===== src/rtl/oram_writer_pkg.sv =====
// oram_writer_pkg: shared constants and write-engine state encoding for oram_writer.
//   ADDRESS_WIDTH : default output RAM word-address width
//   OW_SMNL       : width of the write-engine state register
//   ow_state_t    : OW_IDLE / OW_WRITE / OW_DONE
package oram_writer_pkg;
   localparam int ADDRESS_WIDTH = 12;
   localparam int OW_SMNL = 2;
   typedef enum logic [OW_SMNL-1:0] {
      OW_IDLE  = 2'd0,
      OW_WRITE = 2'd1,
      OW_DONE  = 2'd2
   } ow_state_t;
endpackage


===== src/rtl/oram_writer_sync_fifo.sv =====
// sync_fifo: DEPTH x W synchronous FIFO with registered count and combinational head.
//   clk, reset (sync, active-low) | push, wdata : write side
//   pop, head : read side (head valid while !empty)
//   count, full, empty : occupancy
module sync_fifo #(
   parameter int DEPTH = 8,
   parameter int W = 32
) (
   input  logic                     clk,
   input  logic                     reset,
   input  logic                     push,
   input  logic [W-1:0]             wdata,
   input  logic                     pop,
   output logic [W-1:0]             head,
   output logic [$clog2(DEPTH):0]   count,
   output logic                     full,
   output logic                     empty
);
   localparam int PW = $clog2(DEPTH);
   logic [W-1:0]  mem [DEPTH];
   logic [PW-1:0] wp, rp;
   always_ff @(posedge clk) begin
      if (!reset) begin
         wp <= '0;
         rp <= '0;
         count <= '0;
      end else begin
         if (push) wp <= wp + 1'b1;
         if (pop) rp <= rp + 1'b1;
         count <= count + {{PW{1'b0}}, push} - {{PW{1'b0}}, pop};
      end
   end
   // storage is not reset; only the pointers define what is valid
   always_ff @(posedge clk) begin
      if (push) mem[wp] <= wdata;
   end
   assign head  = mem[rp];
   assign full  = count == (PW+1)'(DEPTH);
   assign empty = count == '0;
endmodule


===== src/rtl/oram_writer.sv =====
// oram_writer: buffers the core's ARM instruction stream and writes it sequentially to the output RAM.
//   clk, reset (sync, active-low)
//   arm_inst, valid_write, oram_ready : input stream from the core with back-pressure
//   flush : end-of-translation pulse
//   mem_we, mem_addr, mem_wdata, mem_ack : output RAM request/acknowledge port
//   word_count, done, overflow : status
module oram_writer
   import oram_writer_pkg::*;
#(
   parameter int DEPTH = 8,
   parameter int ADDR_W = ADDRESS_WIDTH,
   parameter logic [ADDR_W-1:0] BASE_ADDR = '0
) (
   input  logic              clk,
   input  logic              reset,
   input  logic [31:0]       arm_inst,
   input  logic              valid_write,
   output logic              oram_ready,
   input  logic              flush,
   output logic              mem_we,
   output logic [ADDR_W-1:0] mem_addr,
   output logic [31:0]       mem_wdata,
   input  logic              mem_ack,
   output logic [ADDR_W:0]   word_count,
   output logic              done,
   output logic              overflow
);
   localparam logic [ADDR_W:0] WC_MAX = {1'b1, {ADDR_W{1'b0}}};
   ow_state_t state, state_n;
   logic flush_pending, push, pop, ack, fin, full, empty;
   logic [31:0] head;
   logic [$clog2(DEPTH):0] count;
   // ready depends only on registers so the core's valid_write may depend on it
   assign oram_ready = !full && state != OW_DONE;
   assign push = valid_write && oram_ready;
   // after overflow the head is discarded one entry per cycle without a request
   assign pop = state == OW_WRITE && (mem_ack || overflow);
   assign ack = mem_we && mem_ack;
   // a flush arriving this cycle counts, so done follows the pulse by one cycle
   assign fin = flush_pending || flush;
   assign mem_we = state == OW_WRITE && !overflow;
   assign mem_wdata = state == OW_WRITE ? head : '0;
   assign done = state == OW_DONE;
   sync_fifo #(.DEPTH(DEPTH), .W(32)) u_fifo (
      .clk(clk), .reset(reset), .push(push), .wdata(arm_inst), .pop(pop),
      .head(head), .count(count), .full(full), .empty(empty)
   );
   always_ff @(posedge clk) begin
      if (!reset) begin
         state <= OW_IDLE;
         flush_pending <= 1'b0;
         overflow <= 1'b0;
         mem_addr <= BASE_ADDR;
         word_count <= '0;
      end else begin
         state <= state_n;
         if (flush) flush_pending <= 1'b1;
         if (ack) begin
            mem_addr <= mem_addr + 1'b1;
            if (&mem_addr) overflow <= 1'b1;
            if (word_count != WC_MAX) word_count <= word_count + 1'b1;
         end
      end
   end
   always_comb begin
      state_n = state;
      case (state)
         OW_IDLE:  state_n = (push || !empty) ? OW_WRITE : fin ? OW_DONE : OW_IDLE;
         OW_WRITE: state_n = (!pop || push || count > 1) ? OW_WRITE : fin ? OW_DONE : OW_IDLE;
         default:  state_n = OW_DONE;
      endcase
   end
endmodule


===== config.mk =====
export PLATFORM = sky130hd
export DESIGN_NAME = oram_writer
export DESIGN_NICKNAME = d
export VERILOG_FILES = /design/src/rtl/oram_writer_pkg.sv /design/src/rtl/oram_writer_sync_fifo.sv /design/src/rtl/oram_writer.sv
export SDC_FILE = /design/constraint.sdc
export NUM_CORES = 1
export LEC_CHECK = 0
export ABC_AREA = 1
export CAP_MARGIN = 5
export CORE_MARGIN = 5
export CORE_UTILIZATION = 52
export DETAILED_ROUTE_END_ITERATION = 8
export PLACE_DENSITY = 0.72
export SKIP_LAST_GASP = 1
export SLEW_MARGIN = 20
export SYNTH_ARGS = -nofsm -noshare
export SYNTH_HDL_FRONTEND = slang
export SYNTH_HIERARCHICAL = 1
export SYNTH_SLANG_ARGS = --single-unit

===== constraint.sdc =====
create_clock -name clk -period 4 [get_ports clk]
set_input_delay 0.8 -clock clk [delete_from_list [all_inputs] [get_ports clk]]
set_output_delay 0.8 -clock clk [all_outputs]
set_load 0.01 [all_outputs]

### After elaboration in Yosys (flattened, before gate mapping)

Memories as Yosys holds them, arrays and structs flattened. A register that Yosys moved wholly into a read port is not among the register bits.
Cells that the tools add are included.

| word-level totals | value |
|---|---|
| memories kept | 1 |
| bits of input ports | 37 |
| latch bits | 0 |
| bits in writable memories | 256 |
| ROM bits | 0 |
| register bits | 39 |

Memories:

| name | depth | bits a word | rd ports | clocked after Yosys merged registers in | write ports | RTL line | source |
|---|---|---|---|---|---|---|---|
| u_fifo.mem | 8 | 32 | 1 | 1 | 1 | oram_writer_sync_fifo.sv:20 | `logic [W-1:0] mem [DEPTH];` |

| operators by class | value |
|---|---|
| reductions and logical operators | 18 |
| divide/modulo/power cells | 0 |
| multipliers | 0 |
| equality and inequality tests | 5 |
| shift operators | 0 |
| multiplexer cells | 9 |
| $lt $le $gt $ge | 1 |
| add/subtract/negate cells | 6 |
| bitwise operators | 0 |

Operator list:

| kind | count |
|---|---|
| $mux 32 | 1 |
| $add 13x1->13 const B | 1 |
| $ne 13x13->1 const B | 1 |
| $reduce_and 13->1 | 1 |
| $add 12x1->12 const B | 1 |
| $add 3x1->3 const B | 2 |
| $mux 2 | 3 |
| $mux 3 | 2 |
| $logic_and 1x1->1 | 5 |
| $logic_or 1x1->1 | 5 |
| $add 4x1->4 | 1 |
| $eq 4x4->1 const B | 1 |
| $gt 4x1->1 const B | 1 |
| $logic_not 1->1 | 4 |
| $logic_not 4->1 | 1 |
| $pmux 2 s2 | 1 |
| $sub 4x1->4 | 1 |
| $eq 2x1->1 const B | 1 |
| $eq 2x2->1 const B | 1 |
| $logic_not 2->1 | 1 |
| $mux 1 | 2 |
| $ne 2x2->1 const B | 1 |
| $reduce_and 2->1 | 1 |

### Longest topological paths before layout

Gate-level depths: netlist (run 1).

| logic depth | value |
|---|---|
| depth after elaboration | 8 |
| mapped depth | 12 |

### Cells and area by module

Netlist (run 1), hierarchy kept.

Modules (own cells, without submodules):

| module | cells each | area each (um2) | times used | seq. area each (um2) |
|---|---|---|---|---|
| sync_fifo | 1187 | 11806.3 | 1 | 7947.6 |
| oram_writer | 321 | 1931.9 | 1 | 580.6 |

### Least setup slack after synthesis (run 1)

OpenSTA, ideal clock, no wires.

| path | value |
|---|---|
| path type | flip-flop to flip-flop |
| start | register u_fifo.count[2] |
| end | memory u_fifo.mem[0][0], enable pin |
| setup time | 0.421 ns |
| arrival time | 2.893 ns |
| setup slack | 0.686 ns |
| data required time | 3.579 ns |
| buffers on the path | 0 |
| cell stages (with the launch flop) | 10 |
| cells stage by stage | dfxtp_1 -> inv_1 -> ha_1 -> nor3b_1 -> nor2_1 -> nand2_1 -> inv_1 -> inv_1 -> or2_2 -> nor2_1 |

| on the way | value |
|---|---|
| word-level cells in the longest chain between the ends | 6 |

Ends and longest elaborated chain:

| what | RTL line | source |
|---|---|---|
| from (decl) | oram_writer_sync_fifo.sv:15 | `output logic [$clog2(DEPTH):0] count,` |
| from (signal assigned) | oram_writer_sync_fifo.sv:30 | `count <= count + {{PW{1'b0}}, push} - {{PW{1'b0}}, pop};` |
| $eq 4x4->1 | oram_writer_sync_fifo.sv:38 | `assign full = count == (PW+1)'(DEPTH);` |
| via full | oram_writer.sv:30 | `logic flush_pending, push, pop, ack, fin, full, empty;` |
| $logic_not 1->1 | oram_writer.sv:34 | `assign oram_ready = !full && state != OW_DONE;` |
| $logic_and 1x1->1 | oram_writer.sv:34 |  |
| via oram_ready | oram_writer.sv:18 | `output logic oram_ready,` |
| $logic_and 1x1->1 | oram_writer.sv:35 | `assign push = valid_write && oram_ready;` |
| via push | oram_writer.sv:30 |  |
| $mux 1 | oram_writer_sync_fifo.sv:35 | `if (push) mem[wp] <= wdata;` |
| $mux 1 (not written as such) | oram_writer_sync_fifo.sv:35 |  |
| to (decl) | oram_writer_sync_fifo.sv:20 |  |

The timed path passes the listed nets, and every way through them passes these cells.

==> flow_summary.toml, run 1 <==
[timing]
skew_ns = 0.01582
finalSetupTns_ns = 0
max_slew_margin_pct = 45.67
timing.final.crit_share_pct = 90.37
drv_slew = 0
rsz0062_at_grt = "false"
finalCriticalPeriod_ns = 3.615
setup_viol = 0
fmax_ghz = 0.2766
worst_pin_slew_ns = 0.8150
finalHoldViolations = 0

[logic_synthesis]
synth_area_per_cell_um2 = 9.110
synth_nets = 1557
ys_seq_area_share_pct = 62.08
synth_cells = 1508
ys_seq_elements = 298
synth_cell_type_count = 31
netlist_area_um2 = 13740
yosysWarnings = 6

[cells_and_area]
seq_area_um2 = 8533
antennaDiodeCount = 0
drive_gt1_share_pct = 6.100
fill_cells = 2133
area_delta_synth_final_pct = 17.82
multi_input_area_um2 = 3666
fin_cells = 1958
fin_util_pct = 62.12
nNetsFinal = 1648

[worst_setup_path]
cp_max_fo = 73
crit_buf_inv = 4
path_common_cell = "nand2_1"
timing.rr.end = "u_fifo/mem[2][29]$_DFFE_PP_"
path_cells = "clkinv_2 -> buf_4 -> nand2_1 -> nand3_1 -> nand2_1 -> nand2_1 -> nand2_1 -> inv_1 -> nor2_1 -> clkdlybuf4s50_1"
critPathMaxStageDelay_ns = 0.56
cp-start-kind = "register"
cp.required_ns = 3.20
reg2reg_setup_slack_ns = 1.36
worstSetupPathType = "register to output port"
crit_arrival_ns = 2.81
cp_top_family = "buffers and inverters"
reg2reg_from = "u_fifo/count[2]$_SDFF_PN0_"
end_kind = "output port"
cp_slowest_cell = "clkdlybuf4s50_1"
worst_r2r_path_depth = 10

[min_path]
hp-class = "register to register"
min_from = "u_fifo/wp[0]$_SDFFE_PN0P_"
min_to = "u_fifo/wp[0]$_SDFFE_PN0P_"
whs_path_depth = 2

[clocking]
cts_tree = "yes"
htreeDepth = 1
cts_resized = 0
clkLatencyLatePin_ns = 0.55
clk_path_buf_depth = 3
cts.sinks = 298
cts.clk_slew.worst_paths_ns = 0.06
post-cts-setup-buffers = 0
cts_inserted_buffers = 31
holdBufCountCts = 0
root_buffer = "clkbuf_16"

[floorplanning]
core_area_um2 = 26060
fp.dieH_um = 172.5
die_area_um2 = 29770
pin_count = 98
start_util_pct = 52.72
rows = 59
die_w_um = 172.5

[power_and_ir_drop]
leakagePower_uw = 0.007204
power_density_nw_per_um2 = 572.0
power.total_uw = 9259
ir_drop_v = 0.0005743

[drt]
drt_iter0_drc = 784
wl_per_cell_um = 14.89
routed_wl_um = 29160
dr_total_vias = 9593
drcViolationCount = 0
ant_nets = 0
firstDrtPassIters = 7
vias_per_cell = 4.899

[place]
portBuffers = 97
placedCellCount = 1901
dpl.hpwl_um = 16980
gp_congestion = 0.7977

[grt]
grt_overflow = 0
grt_max_degree = 103
antenna_found_initial = 0
grt_pass1_vias = 9605
grt_usage_pct = 19.19
grt_pass1_wl_um = 47710

[outcome]
status = "finished clean"

[run]
maxCapViolations = 0
cell usage in the layout, fill, tap and decap left out, drive strengths merged:
master / instances
dfxtp: 42
nor2: 92
bufinv: 2
nand3b: 3
clkinvlp: 1
ha: 11
a21oi: 25
nand4: 8
buf: 18
clkinv: 6
nor3b: 3
inv: 328
edfxtp: 256
a21o: 1
o21ai: 12
nand2: 509
xor2: 6
fa: 1
or2: 2
xnor2: 1
clkdlybuf4s50: 97
nor3: 4
nand3: 146
clkbuf: 49
sequential cells by signal, indices dropped and copies added, names as in the netlist, named ones only:
name and count:
u_fifo/mem 256, word_count 13, mem_addr 12, u_fifo/count 4, u_fifo/rp 3, u_fifo/wp 3
state 2, flush_pending 1, overflow 1
synthesized netlist by cell type, drive strengths merged:
cell	n	area share (%)
fa	1	0.15
nor3b	3	0.16
edfxtp	256	56
buf	46	2.4
dfxtp	42	6.1
inv	329	9.0
or2	2	0.091
nor3	4	0.23
a21o	1	0.055
nand3	146	5.3
a21oi	25	0.99
xor2	6	0.38
nand4	8	0.36
nand2	509	14
nand3b	3	0.16
ha	11	1.0
nor2	92	2.8
o21ai	12	0.44
clkbuf	11	0.30
xnor2	1	0.064
kinds of logic after synthesis:
logic type,Yosys count,synth area share [%]
flops,298,62.08
buf+inv,386,11.68
xor+xnor,7,0.4463
fa+ha+maj,12,1.148
compound gates,38,1.485
simple gates,767,23.17
cell type report:
cell class | count | share of cell area (%)
Sequential cell | 298 | 52.72
Inverter | 329 | 7.637
Clock inverter | 8 | 0.5952
Tap cell | 335 | 2.589
Multi-Input combinational cell | 824 | 22.65
Timing Repair Buffer | 115 | 7.529
Clock buffer | 49 | 6.284
metrics by stage:
| step | setup slack, ns | area [µm²] | hold slack, ns |
|---|---|---|---|
| after CTS | 0.3907 | 16190 | 0.5004 |
| after global placement | 1.000 | 15070 | 0.4659 |
| after detailed placement | 1.002 | 15070 | 0.4911 |
| after global routing | 0.1668 | 16190 | 0.5159 |
| after floorplan | 0.6863 | 13740 | 0.4539 |
| final | 0.3850 | 16190 | 0.5051 |
where the power goes:
group / internal (µW) / leakage [µW] / total [µW] / switching (µW)
combinational: 918 / 0.00399 / 2460 / 1540
sequential: 3660 / 0.00266 / 3780 / 123
clock: 1870 / 0.000551 / 3020 / 1160
total: 6440 / 0.00720 / 9260 / 2820
how the worst max path moves through the flow:
stage                          startpoint                         end  slack, ns  cells after the start
2_1_floorplan  u_fifo/count[2]$_SDFF_PN0_  u_fifo/mem[0][0]$_DFFE_PP_       0.69                      9
3_3_place_gp                     register                mem_wdata[1]       1.00                     10
3_5_place_dp                     register               mem_wdata[17]       1.00                     10
4_1_cts                          register               mem_wdata[17]       0.39                     10
5_1_grt                          register               mem_wdata[17]       0.17                     10
6_report                         register                mem_wdata[9]       0.39                     10
layer usage:
| layer | GRT usage (%) | up-vias | routed length [µm] |
|---|---|---|---|
| met1 | 25.01 | 4439 | 12680 |
| met3 | 3.122 | 39 | 1681 |
| met5 | 0 | - | 0 |
| li1 | - | 4840 | - |
| met2 | 33.99 | 275 | 14330 |
| met4 | 4.226 | 0 | 473 |
worst min-delay path, cell delays in order (launching register included):
cell	delay [ns]
dfxtp_1	0.33
nand2_1	0.07
a21oi_1	0.06
Note: power is estimated with default switching activity, not from simulation.
==> inputs of run 2 (changes only) <==
- CTS_CLUSTER_SIZE: default -> 24
==> results of run 2 <==
Final layout, timing and power as in run 1 (identical DEF).
==> inputs of run 3 (changes only) <==
- CORE_ASPECT_RATIO: default -> 0.75
- MAX_ROUTING_LAYER: default -> met4
==> flow_summary.toml, run 3 (synthesis results as in run 1) <==
[floorplanning]
core_area_um2 = 25970
die_w_um = 197.7
fp.dieH_um = 150.8
rows = 51
die_area_um2 = 29800
start_util_pct = 52.90
pin_count = 98

[cells_and_area]
max_flop_register = "u_fifo/mem"
mostFrequentLayoutCell = "nand2_1"
stdcell_area_um2 = 15970
area_delta_synth_final_pct = 16.23
reg_top3 = "u_fifo/mem (256), word_count (13), mem_addr (12)"
fin_util_pct = 61.48
fin_cells = 1960
drive_gt1_share_pct = 5.387
layout_common_cells = "nand2_1, inv_1, edfxtp_1"
largest_register_ffs = 256
nNetsFinal = 1644

[worst_setup_path]
cp_max_fo = 86
cp_top_family = "buffers and inverters"
path_cells = "clkinv_2 -> buf_4 -> nand2_1 -> nand3_1 -> nand2_1 -> nand2_1 -> nand2_1 -> inv_1 -> nor2_1 -> clkdlybuf4s50_1"
timing.rr.end = "u_fifo/mem[0][25]$_DFFE_PP_"
cp-start-kind = "register"
critPathMaxStageDelay_ns = 0.67
end_kind = "output port"
path_common_cell = "nand2_1"
reg2reg_setup_slack_ns = 1.31
reg2reg_from = "u_fifo/count[2]$_SDFF_PN0_"
worstSetupPathType = "register to output port"
crit_buf_inv = 4
cp.required_ns = 3.20
worst_r2r_path_depth = 10
cp_slowest_cell = "buf_4"
crit_arrival_ns = 2.80

[clocking]
cts_inserted_buffers = 29
cts_tree = "yes"
clkLatencyLatePin_ns = 0.54
holdBufCountCts = 0
cts_resized = 0
post-cts-setup-buffers = 0
cts.sinks = 298
htreeDepth = 1
cts.clk_slew.worst_paths_ns = 0.06
root_buffer = "clkbuf_16"
clk_path_buf_depth = 3

[grt]
grt_usage_pct = 20.99
antenna_found_initial = 1
grt_overflow = 0
grt_max_degree = 129
grt_pass1_vias = 9219
grt_pass1_wl_um = 48600

[drt]
vias_per_cell = 4.910
firstDrtPassIters = 5
dr_total_vias = 9623
wl_per_cell_um = 15.30
drcViolationCount = 0
ant_nets = 0
drt_iter0_drc = 766
routed_wl_um = 29990

[timing]
finalSetupTns_ns = 0
rsz0062_at_grt = "false"
skew_ns = 0.01058
finalCriticalPeriod_ns = 3.597
drv_slew = 0
timing.final.crit_share_pct = 89.92
max_slew_margin_pct = 36.26
worst_pin_slew_ns = 0.9561
fmax_ghz = 0.2780
finalHoldViolations = 0
setup_viol = 0

[power_and_ir_drop]
leakagePower_uw = 0.007093
power.total_uw = 9039
ir_drop_v = 0.0003667
power_density_nw_per_um2 = 566.0

[outcome]
status = "finished clean"

[place]
gp_congestion = 0.8345
portBuffers = 97
place_area_um2 = 15010
dpl.hpwl_um = 17010
placedCellCount = 1908

[min_path]
hp-class = "register to register"
whs_path_depth = 2
min_to = "mem_addr[8]$_SDFFE_PN0P_"
min_from = "mem_addr[8]$_SDFFE_PN0P_"

[run]
maxCapViolations = 0
[run 3: changes by cell type in the layout (fill, tap and decap cells not counted), sizes merged]
cell,before,now
buf,18,16
bufinv,2,5
clkbuf,49,32
clkinv,6,12
clkinvlp,1,3
diode,0,1
[run 3: per-layer routing]
layer | routed length (µm) | track usage (%) | vias to the layer above
met5 | 0 | - | -
met4 | 624 | 4.474 | 0
met3 | 1891 | 2.886 | 47
met2 | 13800 | 32.93 | 292
met1 | 13670 | 29.72 | 4450
li1 | - | - | 4834
[run 3: layout make-up]
cell class,instances,area (µm²)
Antenna cell,1,2.502
Tap cell,344,430.4
Sequential cell,298,8533
Fill cell,2115,10000
Clock inverter,19,221.5
Inverter,329,1236
Timing Repair Buffer,113,1141
Multi-Input combinational cell,824,3666
Clock buffer,32,737.0
[run 3: power breakdown]
group | leakage (µW) | internal (µW) | total, µW | switching, µW
clock | 0.000463 | 1640 | 2780 | 1140
combinational | 0.00397 | 901 | 2500 | 1600
sequential | 0.00266 | 3660 | 3750 | 97.5
[run 3: worst reg2reg max path, delay by kind of cell (launching register included)]
family / cells / cell delay [ns]
adder cells (fa/ha/maj): 1 / 0.20
buffers and inverters: 4 / 0.79
flip-flops: 1 / 0.34
AND/OR/NAND/NOR: 5 / 0.96
[run 3: worst max-delay path by stage]
stage                                 endpoint  cells past startpoint  slack, ns
finish                            mem_wdata[1]                     10       0.40
floorplan           u_fifo/mem[0][0]$_DFFE_PP_                      9       0.69
global placement                 mem_wdata[11]                      8       1.05
detailed placement                mem_wdata[1]                     10       0.93
global route                      mem_wdata[1]                     10       0.20
CTS                               mem_wdata[1]                     10       0.36
[run 3: metrics by stage]
step	setup WS, ns	hold WS, ns
floorplan	0.6863	0.4539
global placement	1.047	0.4774
detailed placement	0.9335	0.4842
CTS	0.3574	0.4965
global route	0.1993	0.5269
finish	0.4031	0.4953
==> RTL edit 1 (config.mk and constraints of run 3) <==
Encoding of `ow_state_t`: now one-hot (3 bits for 3 states).
--- a/src/rtl/oram_writer_pkg.sv
+++ b/src/rtl/oram_writer_pkg.sv
@@ -5,10 +5,10 @@
 package oram_writer_pkg;
    localparam int ADDRESS_WIDTH = 12;
    localparam int OW_SMNL = 2;
-   typedef enum logic [OW_SMNL-1:0] {
-      OW_IDLE  = 2'd0,
-      OW_WRITE = 2'd1,
-      OW_DONE  = 2'd2
+   typedef enum logic [2:0] {
+      OW_IDLE  = 3'b001,
+      OW_WRITE = 3'b010,
+      OW_DONE  = 3'b100
    } ow_state_t;
 endpackage
 
Function: same outputs for any inputs over 4 cycles, from zero or initial values and one cycle with reset low; so few cycles prove little.
==> RTL edit 1 against run 3 <==
Area after synthesis is 1.4% higher. Wire length is 1.5% higher. Cell area is 1.3% higher. Sequential cell count is 1 higher. Clock skew is 0.0063 ns higher. Setup slack worse by 0.14 ns. Critical path type unchanged. Critical endpoint is now mem_wdata[6]. Largest cell class unchanged. Highest routed layer unchanged.
Power is not compared: it rests on default switching activity, and its combinational part moved more than twofold at a synthesized area within 25%.
==> RTL edit 1: results (changes against run 3) <==
Layout
The layout filler cell count is 2,186 (was 2,115). The diode insertion count for antenna repair was 0 (was 1). The number of nets in the layout is 1,684 (was 1,644). The ratio of cells with drive above 1 in the final layout was 0.0651 (was 0.0539).

Synthesis
The synthesized-area fraction occupied by ao, oa, aoi and oai cells is 0.0170 (was 0.0148). The post-synth net total is 1,590 (was 1,557). The number of distinct standard cells referenced by the synthesized netlist came to 35 (was 31). The xor and xnor fraction of the mapped netlist area was 0.00566 (was 0.00446).

The adder and majority gate portion of the synthesized area is 0.0113 (was 0.0115). The sequential element share of the synthesized area is 0.613 (was 0.621).

Min path
The launch point of the worst hold path is u_fifo/wp[0] (was mem_addr[8]). The end point of the worst hold path is u_fifo/wp[0] (was mem_addr[8]).

Status
Result of the run: completed (unchanged).

Timing
The worst-case hold slack was 0.504 ns (was 0.495 ns). The worst-case clock skew is 0.0169 ns (was 0.0106 ns).

Critical path
The maximum fanout count along the critical path was 40 (was 86). The critical register-to-register path endpoint was u_fifo/count[2] (was u_fifo/mem[0][25]). The startpoint of the worst register-to-register path is state[2] (was u_fifo/count[2]). The largest stage delay on the critical path came to 0.54 ns (was 0.67 ns). The worst-case register-to-register setup slack was 1.05 ns (was 1.31 ns). The capturing instance or port of the critical path is mem_wdata[6] (was mem_wdata[1]).

Place
The cell area after placement was 15,300 sq um (was 15,000 sq um). The weighted congestion at the end of routability-driven global placement is 0.876 (was 0.835).

Drt
The total wirelength of the detailed-routed design is 30,400 um (was 30,000 um). The detailed-route via count is 9,965 (was 9,623).

Global routing
The via count of the first global-routing pass was 9,684 (was 9,219). The pin count of the biggest net entering global routing was 77 (was 129). The aggregate global-route resource usage is 0.207 (was 0.210).

The global-route wire length before repair is 49,100 um (was 48,600 um). The initial antenna violation count is 0 (was 1).
RTL edit 1: logic make-up (layout without fill, tap and decap cells):
logic type / after synthesis / after routing
simple gates: 791 / 791
fa+ha+maj: 12 / 12
flops: 299 / 299
buf+inv: 391 / 508
compound gates: 39 / 39
xor+xnor: 9 / 9
RTL edit 1: area by class of cell:
class,count,area share
clock buffer,35,0.0463
clock inverter,19,0.00944
inverter,333,0.0775
multi-input combinational,851,0.236
sequential,299,0.529
tap,344,0.0266
timing repair buffer,121,0.0751
RTL edit 1: metal layers:
metal	up-vias	part of all wire	track usage
li1	4975	-	-
met1	4669	0.45	0.283
met2	270	0.47	0.335
met3	51	0.050	0.0250
met4	0	0.024	0.0533
met5	-	0	-
RTL edit 1: worst min-delay path, stage by stage, from the launching register on:
cell and delay (ns):
sky130_fd_sc_hd__dfxtp_1 0.33, sky130_fd_sc_hd__nand2_1 0.07, sky130_fd_sc_hd__a21oi_1 0.05
RTL edit 1: power by group through the flow:
stage	Sequential, uW	Combinational, uW	Clock (uW)
2_1_floorplan	3690	559	0
3_3_place_gp	3690	856	0
3_5_place_dp	3700	877	0
4_1_cts	3630	883	2640
5_1_grt	3640	990	2770
6_report	3630	874	2590
RTL edit 1: through the flow:
| stage | std cells | util | setup WS (ns) |
|---|---|---|---|
| after global placement | 1948 | 0.584 | 0.782 |
| after CTS | 2002 | 0.618 | 0.242 |
| after detailed placement | 1948 | 0.584 | 0.746 |
| after floorplan | 1541 | - | 0.768 |
| after global routing | 2002 | 0.618 | 0.0371 |
| final | 2002 | 0.618 | 0.260 |
==> RTL edit 2 (flow settings as in run 3) <==
Made on the original files. Set the package constant `ADDRESS_WIDTH` to 10 (it was 12).
--- a/src/rtl/oram_writer_pkg.sv
+++ b/src/rtl/oram_writer_pkg.sv
@@ -3,7 +3,7 @@
 //   OW_SMNL       : width of the write-engine state register
 //   ow_state_t    : OW_IDLE / OW_WRITE / OW_DONE
 package oram_writer_pkg;
-   localparam int ADDRESS_WIDTH = 12;
+   localparam int ADDRESS_WIDTH = 10;
    localparam int OW_SMNL = 2;
    typedef enum logic [OW_SMNL-1:0] {
       OW_IDLE  = 2'd0,
Ports: changed (resized mem_addr and word_count); port bits go from 98 to 94. The function was not compared with the original's and may differ.
==> RTL edit 2 against run 3 <==
Synthesized cell count fell by 3.2%. Cell area fell by 1.7%. Power shrank 2.7%. Area after synthesis shrank 2.2%. Setup slack improved by 0.031 ns. Critical path depth stayed put. Global-route usage down 0.83 points. Core utilization fell by 0.46 points. Maximum frequency rose by 0.87%. Sequential share of layout area up 0.43 points. Sequential cell count shrank 4. Wire length fell by 5.6%. Critical path type unchanged. Largest cell class unchanged.
==> RTL edit 2: results (changes against run 3) <==
Status
Result of the run: completed (unchanged).

Synthesis
The synthesized-area fraction occupied by ao, oa, aoi and oai cells is 0.0123 (was 0.0148). The number of cells produced by synthesis is 1,459 (was 1,508). The adder and majority gate portion of the synthesized area is 0.0117 (was 0.0115).

The xor and xnor fraction of the mapped netlist area is 0.00456 (was 0.00446). The sequential element share of the synthesized area is 0.629 (was 0.621). Most instantiated cells after synthesis: 482 x sky130_fd_sc_hd__nand2_1, 327 x sky130_fd_sc_hd__inv_1, 256 x sky130_fd_sc_hd__edfxtp_1 (was 504 x sky130_fd_sc_hd__nand2_1, 326 x sky130_fd_sc_hd__inv_1, 256 x sky130_fd_sc_hd__edfxtp_1).

Min path
The launch point of the worst hold path is flush_pending (was mem_addr[8]).

Place
The count of port buffers added during placement was 93 (was 97). The half-perimeter wire length after placement is 16,200 um (was 17,000 um). The cell area after placement is 14,700 sq um (was 15,000 sq um). The pre-CTS setup slack is 1.02 ns (was 0.933 ns).

Critical path
The endpoint arrival time on the critical path was 2.77 ns (was 2.80 ns). The maximum fanout count along the critical path came to 88 (was 86). The logic depth of the worst register-to-register path is 9 (was 10).

Pwr
The leakage power figure is 0.00705 uW (was 0.00709 uW). The peak supply drop is 0.314 mV (was 0.367 mV). The proportion of total power due to net switching is 0.309 (was 0.314).

Drt
The routed wirelength normalized by instance count is 14.8 um (was 15.3 um). The total wirelength of the detailed-routed design is 28,300 um (was 30,000 um). The number of design-rule violations left by the first detailed-router iteration is 678 (was 766). The routed length on met2 is 13,200 um (was 13,800 um). The detailed-routed wire length on met3 was 1430 um (was 1890 um).

The wire length on met1 came to 13,200 um (was 13,700 um).

Layout
The number of nets in the layout is 1,596 (was 1,644). The ratio of cells with drive above 1 in the final layout is 0.0593 (was 0.0539). Biggest regs: u_fifo/mem: 256 flops, word_count: 11 flops, mem_addr: 10 flops (was u_fifo/mem: 256 flops, word_count: 13 flops, mem_addr: 12 flops).

Global routing
The global routing met2 resource utilization is 0.322 (was 0.329). The routing usage on met1 is 0.281 (was 0.297). The via count of the first global-routing pass is 8,951 (was 9,219). The global-route wire length before repair is 46,400 um (was 48,600 um). The global-route track usage on met3 is 0.0275 (was 0.0289).

Timing
The highest attainable clock frequency is 280 MHz (was 278 MHz). The worst-case clock skew is 0.0103 ns (was 0.0106 ns). The measured slew at the worst slew-check pin was 0.962 ns (was 0.956 ns).
## RTL edit 2: area by class of cell
| type | instances | area [sq um] |
|---|---|---|
| Sequential cell | 294 | 8450 |
| Clock buffer | 30 | 729 |
| Inverter | 331 | 1240 |
| Timing Repair Buffer | 112 | 1160 |
| Tap cell | 344 | 430 |
| Multi-Input combinational cell | 779 | 3450 |
| Clock inverter | 23 | 225 |
| Fill cell | 2094 | 10000 |
## RTL edit 2: worst register-to-register path, stage by stage, from the launching register on
cell,delay (ns)
sky130_fd_sc_hd__dfxtp_1,0.32
sky130_fd_sc_hd__inv_1,0.08
sky130_fd_sc_hd__ha_1,0.19
sky130_fd_sc_hd__nor3b_1,0.14
sky130_fd_sc_hd__nor2_1,0.20
sky130_fd_sc_hd__nand2_1,0.12
sky130_fd_sc_hd__inv_1,0.14
sky130_fd_sc_hd__nand2_1,0.26
sky130_fd_sc_hd__nor2_4,0.34
sky130_fd_sc_hd__buf_4,0.47
